`src/rtl/uart_rx_core.sv`:
```
// 8N1 serial receiver: two-flop input synchronizer, programmable bit divider,
// mid-bit sampling FSM and a one-entry valid/ready output buffer.
module uart_rx_core #(
    parameter int unsigned DEFAULT_DIV = 1084,
    parameter int unsigned DIV_W       = 16
) (
    input  logic             clk,
    input  logic             reset,
    input  logic             ser_rx,
    input  logic             cfg_div_we,
    input  logic [DIV_W-1:0] cfg_div_di,
    output logic [DIV_W-1:0] cfg_div_do,
    output logic [7:0]       rx_data,
    output logic             rx_valid,
    input  logic             rx_ready,
    output logic             frame_err,
    output logic             overrun,
    output logic             busy
);

    typedef enum logic [2:0] {
        StIdle,
        StStart,
        StData,
        StStop,
        StBreak
    } state_e;

    localparam logic [DIV_W-1:0] DivReset = DIV_W'(DEFAULT_DIV);
    localparam logic [DIV_W-1:0] DivMin   = DIV_W'(2);
    localparam logic [DIV_W-1:0] One      = DIV_W'(1);

    state_e           state_q, state_d;
    logic [1:0]       sync_q;
    logic             rxs;
    logic [DIV_W-1:0] div_q, div_d;
    logic [DIV_W-1:0] div_act_q, div_act_d;
    logic [DIV_W-1:0] cnt_q, cnt_d;
    logic [2:0]       idx_q, idx_d;
    logic [7:0]       sr_q, sr_d;
    logic [7:0]       data_q, data_d;
    logic             valid_q, valid_d;
    logic             ferr_q, ferr_d;
    logic             ovr_q, ovr_d;
    logic             cnt_zero;
    logic             deliver;
    logic             bad_stop;

    assign rxs      = sync_q[1];
    assign cnt_zero = (cnt_q == '0);

    // Divider register; values below 2 would make the half-bit delay zero.
    always_comb begin
        div_d = div_q;
        if (cfg_div_we) begin
            div_d = (cfg_div_di < DivMin) ? DivMin : cfg_div_di;
        end
    end

    always_comb begin
        state_d   = state_q;
        div_act_d = div_act_q;
        cnt_d     = cnt_q;
        idx_d     = idx_q;
        sr_d      = sr_q;
        deliver   = 1'b0;
        bad_stop  = 1'b0;
        unique case (state_q)
            StIdle: begin
                if (!rxs) begin
                    // Latch the divider so mid-frame writes only affect the next frame.
                    state_d   = StStart;
                    div_act_d = div_q;
                    cnt_d     = (div_q >> 1) - One;
                end
            end
            StStart: begin
                if (cnt_zero) begin
                    if (rxs) begin
                        state_d = StIdle;
                    end else begin
                        state_d = StData;
                        idx_d   = 3'd0;
                        cnt_d   = div_act_q - One;
                    end
                end else begin
                    cnt_d = cnt_q - One;
                end
            end
            StData: begin
                if (cnt_zero) begin
                    sr_d  = {rxs, sr_q[7:1]};
                    cnt_d = div_act_q - One;
                    if (idx_q == 3'd7) begin
                        state_d = StStop;
                    end else begin
                        idx_d = idx_q + 3'd1;
                    end
                end else begin
                    cnt_d = cnt_q - One;
                end
            end
            StStop: begin
                if (cnt_zero) begin
                    if (rxs) begin
                        deliver = 1'b1;
                        state_d = StIdle;
                    end else begin
                        bad_stop = 1'b1;
                        state_d  = StBreak;
                    end
                end else begin
                    cnt_d = cnt_q - One;
                end
            end
            StBreak: begin
                // Hold off until the line is released so a held-low line is not a start.
                if (rxs) begin
                    state_d = StIdle;
                end
            end
            default: state_d = StIdle;
        endcase
    end

    // Output buffer: a simultaneous drain lets a new byte replace the old one.
    always_comb begin
        data_d  = data_q;
        valid_d = valid_q;
        ferr_d  = bad_stop;
        ovr_d   = 1'b0;
        if (deliver) begin
            if (!valid_q || rx_ready) begin
                data_d  = sr_q;
                valid_d = 1'b1;
            end else begin
                ovr_d = 1'b1;
            end
        end else if (valid_q && rx_ready) begin
            valid_d = 1'b0;
        end
    end

    always_ff @(posedge clk) begin
        if (reset) begin
            state_q   <= StIdle;
            sync_q    <= 2'b11;
            div_q     <= DivReset;
            div_act_q <= DivReset;
            cnt_q     <= '0;
            idx_q     <= 3'd0;
            sr_q      <= 8'd0;
            data_q    <= 8'd0;
            valid_q   <= 1'b0;
            ferr_q    <= 1'b0;
            ovr_q     <= 1'b0;
        end else begin
            state_q   <= state_d;
            sync_q    <= {sync_q[0], ser_rx};
            div_q     <= div_d;
            div_act_q <= div_act_d;
            cnt_q     <= cnt_d;
            idx_q     <= idx_d;
            sr_q      <= sr_d;
            data_q    <= data_d;
            valid_q   <= valid_d;
            ferr_q    <= ferr_d;
            ovr_q     <= ovr_d;
        end
    end

    assign cfg_div_do = div_q;
    assign rx_data    = data_q;
    assign rx_valid   = valid_q;
    assign frame_err  = ferr_q;
    assign overrun    = ovr_q;
    assign busy       = (state_q != StIdle);

endmodule

```
`config.mk`:
```
export PLATFORM = sky130hd
export DESIGN_NAME = uart_rx_core
export DESIGN_NICKNAME = d
export VERILOG_FILES = /design/src/rtl/uart_rx_core.sv
export SDC_FILE = /design/constraint.sdc
export NUM_CORES = 1
export LEC_CHECK = 0
export CAP_MARGIN = 0
export CORE_ASPECT_RATIO = 0.5
export CORE_MARGIN = 2
export CORE_UTILIZATION = 55
export DETAILED_ROUTE_END_ITERATION = 10
export HOLD_SLACK_MARGIN = 0.03
export PLACE_DENSITY = 0.79
export SLEW_MARGIN = 30
export SYNTH_ARGS = -nofsm -noshare
export SYNTH_HDL_FRONTEND = slang
export SYNTH_SLANG_ARGS = --single-unit
```
`constraint.sdc`:
```
create_clock -name clk -period 2.9 [get_ports clk]
set_clock_uncertainty 0.05 [all_clocks]
set_input_delay 0.29 -clock clk [delete_from_list [all_inputs] [get_ports clk]]
set_output_delay 0.29 -clock clk [all_outputs]
set_load 0.01 [all_outputs]
```
**Word-level counts from Yosys, hierarchy flattened**

Index checks and enable logic that the tools add are counted.

- Flip-flop bits (word level): 75
- Output and inout port bits: 28
- Bits of input ports: 21
- Logic and storage cells: 83

- Magnitude comparators: 1
- Reductions and logical operators: 18
- Eq/ne operators: 16
- $add $sub $neg: 4
- Bitwise operators: 4
- Multiplexer cells: 29

Operators by type and width:

| cell | number |
|---|---|
| 16-bit two-way mux | 6 |
| 16-bit one-hot mux with 4 select lines | 1 |
| 3-bit two-way mux | 11 |
| 16-bit by 1-bit subtractor with 16-bit output, second input constant | 2 |
| 2-bit != test, second input constant | 9 |
| 16-bit zero test | 1 |
| 16-bit by 2-bit < comparator with 1-bit output, second input constant | 1 |
| 15-bit by 1-bit subtractor with 16-bit output, second input constant | 1 |
| 3-bit one-hot mux with 5 select lines | 1 |
| 1-bit two-way mux | 8 |
| 2-bit AND reduction | 4 |
| 3-bit by 2-bit == test with 1-bit output, second input constant | 2 |
| 3-bit == test, second input constant | 2 |
| 3-bit one-hot mux with 2 select lines | 1 |
| 6-bit AND reduction | 1 |
| 5-bit AND reduction | 1 |
| 1-bit inverter | 4 |
| 4-bit AND reduction | 1 |
| 2-bit nonzero test | 2 |
| 4-bit nonzero test | 1 |
| 3-bit by 1-bit adder with 3-bit output, second input constant | 1 |
| 3-bit by 1-bit == test with 1-bit output, second input constant | 1 |
| 3-bit zero test | 1 |
| 3-bit != test, second input constant | 1 |
| 8 further kinds | 8 |

**Logic depth before layout (Yosys ltp)**

- Word-level depth: 5
- Gate-level depth with buffers: 9
- Depth with buffers taken out: 7

**Worst setup path before layout**

Ideal clock, no wire load.

- Kind: register -> register
- From: register div_q[3], in the netlist cfg_div_do[3]
- To: register cnt_q[8]
- Period minus slack after synthesis: 2.074 ns
- Data arrival time: 1.899 ns
- Library setup time: 0.124 ns
- Buffers on the path: 2
- Required time: 2.726 ns
- Cell stages (with the launch flop): 8
- Slack: 0.826 ns
- Path through: dfxtp_1 buf_6 or3_1 buf_2 or4_4 xnor2_2 a221oi_1 a21oi_1

- Word-level cells in the longest chain between the ends: 3

Ends and longest elaborated chain:

| what | line | RTL |
|---|---|---|
| from (decl) | 36 | `logic [DIV_W-1:0] div_q, div_d;` |
| from (signal assigned) | 148 | `div_q <= DivReset;` |
| from (signal assigned) | 160 | `div_q <= div_d;` |
| 15-bit by 1-bit subtractor with 16-bit output | 74 | `cnt_d = (div_q >> 1) - One;` |
| 16-bit two-way mux | 70 | `if (!rxs) begin` |
| 16-bit one-hot mux with 4 select lines | 68 | `unique case (state_q)` |
| to (signal assigned) | 162 | `cnt_q <= cnt_d;` |
| to (decl) | 38 | `logic [DIV_W-1:0] cnt_q, cnt_d;` |

No other way between the ends. The select of a mux whose other input is x is not followed.
A chain may end at the register's enable or synchronous reset.

**Worst setup path after layout**

- From: register cnt_q[0]
- To: register cnt_q[7]

- Word-level cells in the longest chain between the ends: 3
- Elaborated cells between the ends (all ways): 9
- Classes of those cells: add/sub: 1; eq/ne: 2; mux: 4; reduce/logical: 2

Ends and longest elaborated chain:

| what | line | RTL |
|---|---|---|
| 16-bit by 1-bit subtractor with 16-bit output / 16-bit zero test (equally long branches) | n/a |  |
| 16-bit two-way mux (tied with other cells) | 104 | `if (cnt_zero) begin` |
| 16-bit one-hot mux with 4 select lines / 4-bit AND reduction (equally long branches) | n/a |  |

Parallel ways exist; a longest one is shown, timed or not. The select of a mux whose other input is x is not followed.

==> flow_metrics.py <==
metrics = {
    "placed_design": {
        "postPlaceCellArea_um2": 4559,
        "post-dp-hpwl_um": 7973,
        "port_buffers": 48,
        "pre_cts_slack_ns": 0.3907,
        "place_congestion": 0.9317,
    },
    "power_and_ir_drop": {
        "p_int_mw": 2.007,
        "power_frac_comb_pct": 20.6,
        "switching_share_pct": 30.63,
        "leakagePower_nw": 1.840,
        "seqPwrFrac_pct": 40.2,
        "clkPwrFrac_pct": 39.2,
        "switchingPower_uw": 886.1,
        "power.density_nw_per_um2": 595.2,
        "vdd_ir_drop_max_mv": 0.4895,
    },
    "die": {
        "coreArea_um2": 7239,
        "io_pins": 49,
        "rows": 22,
        "dieHeight_um": 64.80,
        "start_util_pct": 56.17,
        "die_area_um2": 8139,
        "dieWidth_um": 125.6,
    },
    "logic_synthesis": {
        "ys_top_cells_by_area": "dfxtp_1 (37%), mux2i_1 (7.6%), nand2_1 (5.0%)",
        "synth_largest_area_cell": "dfxtp_1",
        "synth_seq_cells": 75,
        "ys_types": 65,
        "synth_edf_count": 0,
        "ys.flop_type": "dfxtp_1",
        "synth_top_area_share_pct": 36.92,
        "synth_area_um2": 4066,
        "syn-num-nets": 507,
        "ys_warn_count": 0,
        "synth_cells": 480,
        "yosysSeqAreaShare_pct": 36.92,
        "avgSynthCellArea_um2": 8.472,
        "synthArstFlopShare_pct": 0,
    },
    "finish": {
        "diodes": 0,
        "drive_above_1_share_pct": 9.459,
        "nNetsFinal": 540,
        "area.growth.synth_to_final_pct": 19.54,
        "utilization_pct": 67.14,
        "stdcell_area_um2": 4861,
        "fillers": 596,
    },
    "global_route": {
        "grt_pass1_wl_um": 18680,
        "grt_util_all_layers_pct": 29.42,
        "first_global_vias": 3630,
        "overflow": 0,
        "grt_max_degree": 60,
        "antenna_found_initial": 0,
    },
    "timing": {
        "worst_slew_pin_slew_ns": 0.9398,
        "finalSetupTns_ns": 0,
        "hold_ws_ns": 0.3607,
        "setup_ws_ns": 0.3355,
        "fmax_ghz": 0.3899,
        "timing.final.crit_share_pct": 88.43,
        "drv_slew": 0,
        "hold_violations": 0,
        "rsz0062_at_grt": "no",
        "fin_crit_ns": 2.564,
        "setup_violations": 0,
        "relSlewSlack_pct": 37.15,
    },
    "clocking": {
        "cts_num_sinks": 75,
        "cts_made_buffers": 9,
        "post_cts_buffers": 0,
        "htree_levels": 3,
        "cts_hold_buf": 0,
        "clk_pin_slew_ns": 0.06,
        "clk-insertion-delay-late_ns": 0.34,
        "root_buffer": "clkbuf_16",
        "tritoncts": "yes",
        "post_cts_resized": 0,
        "clock_path_buffers": 2,
    },
    "routing": {
        "wl_per_cell_um": 18.70,
        "final_antenna_net_count": 0,
        "finalWirelength_um": 11480,
        "drt_iter0_drc": 454,
        "avgViaCountPerCell": 6.230,
        "drc": 0,
        "drt-pass1-iter-count": 5,
        "vias": 3825,
    },
    "critical_path": {
        "worst-r2r-setup-slack_ns": 0.34,
        "crit_required_ns": 3.06,
        "end_kind": "flop",
        "cpPeakStageDelay_ns": 0.59,
        "cpMaxStageDelayCell": "and4_1",
        "critPathArrivalTime_ns": 2.72,
        "cp-start-kind": "flop",
        "criticalPathCategory": "flop to flop",
        "crit_chain": "inv_1 > ha_1 > nor4b_1 > and4_1 > o21ai_2 > a222oi_1 > o32ai_1",
        "critical_path_peak_fanout": 15,
    },
    "worst_hold_path": {
        "hold_class": "flop to flop",
    },
    "job": {
        "drv_cap": 0,
    },
    "status": {
        "status": "finished, final reports clean",
    },
}
power by group through the flow:
stage          combinational [mW]  sequential [mW]  clock (mW)
2_1_floorplan               0.429             1.15           0
3_3_place_gp                0.570             1.18           0
3_5_place_dp                0.577             1.18           0
4_1_cts                     0.584             1.16        1.15
5_1_grt                     0.652             1.17        1.20
6_report                    0.596             1.16        1.13
flip-flops by register name, indices dropped and copies added, names as in the netlist:
signal      flops
sync_q          2
rx_data         8
rx_valid        1
frame_err       1
sr_q            8
overrun         1
cfg_div_do     16
idx_q           3
cnt_q          16
div_act_q      16
state_q         3
layer usage:
layer  vias to the layer above  track usage, %  wire length [µm]
met5                         -               0                 0
met4                         0           10.42               239
met3                        29           8.671               876
met2                       176           44.86              5073
met1                      1817           39.93              5291
li1                       1803               -                 -
synth_stat cells, types with 5 or more instances:
cell	instances
xor2_1	10
inv_1	15
nand3_1	17
nand4_1	6
nor2_1	50
xnor2_1	16
dfxtp_1	75
a21oi_1	31
clkbuf_1	16
nand2_1	54
ha_1	6
o21ai_0	12
nor4_1	9
mux2i_1	31
nor3_1	16
a211oi_1	6
nand2b_1	5
buf_2	10
cell type report:
type                            count  area (µm²)  area share (%)
Sequential cell                    75        1501           30.89
Clock inverter                      6       72.57           1.493
Clock buffer                       10       229.0           4.710
Inverter                           15       56.30           1.158
Timing Repair Buffer               56       535.5           11.02
Multi-Input combinational cell    356        2346           48.26
Tap cell                           96       120.1           2.471
kinds of logic (layout without fill, tap and decap cells):
family / Yosys count / in the layout / share of synthesized area (%)
and+or+nand+nor: 196 / 196 / 26.06
adders and majority gates: 6 / 6 / 1.846
DFF: 75 / 75 / 36.92
xor gates and xnor gates: 27 / 27 / 6.000
buffers and inverters: 49 / 87 / 5.384
muxes: 32 / 32 / 7.908
AOI/OAI and AO/OA: 95 / 95 / 15.88
critical path: cells and delay by family (launching register included):
kind / cells / cell delay [ns]
compound gates: 3 / 0.87
flops: 1 / 0.34
fa+ha+maj: 1 / 0.16
simple gates: 2 / 0.91
buf+inv: 1 / 0.11
through the flow:
| stage | instances | power (mW) |
|---|---|---|
| global placement | 598 | 1.750 |
| detailed placement | 598 | 1.759 |
| finish | 614 | 2.893 |
| global route | 614 | 3.017 |
| CTS | 614 | 2.892 |
| floorplan | 480 | 1.583 |
worst paths after layout:
kind / startpoint / endpoint / cells past startpoint
worst max-delay path: cnt_q[0] / cnt_q[7] / 7
worst min-delay path: sync_q[0] / sync_q[1] / 1
worst max register to register: cnt_q[0] / cnt_q[7] / 7
worst min register to register: sync_q[0] / sync_q[1] / 1
cells in the final DEF (no fill, tap or decap), types with 3 or more instances in the layout:
cell | synthesis | final
a211oi_1 | 6 | 6
a21oi_1 | 31 | 31
a221oi_1 | 4 | 4
a222oi_1 | 4 | 4
a22oi_1 | 4 | 4
a311oi_1 | 3 | 3
a31oi_1 | 4 | 4
buf_4 | 2 | 8
clkbuf_16 | 0 | 9
clkdlybuf4s50_1 | 0 | 47
dfxtp_1 | 75 | 75
ha_1 | 6 | 6
inv_1 | 15 | 15
mux2i_1 | 31 | 31
nand2_1 | 54 | 54
nand2b_1 | 5 | 5
nand3_1 | 17 | 17
nand4_1 | 6 | 6
nand4b_1 | 4 | 4
nor2_1 | 50 | 50
nor3_1 | 16 | 16
nor3b_1 | 3 | 3
nor4_1 | 9 | 9
nor4_2 | 4 | 4
o21ai_0 | 12 | 12
o22ai_1 | 4 | 4
o31ai_1 | 3 | 3
o32ai_1 | 4 | 4
or2_2 | 4 | 4
or3_1 | 4 | 4
or4_1 | 3 | 3
xnor2_1 | 16 | 16
xor2_1 | 10 | 10
No activity file was read; power rests on OpenSTA's default activity.
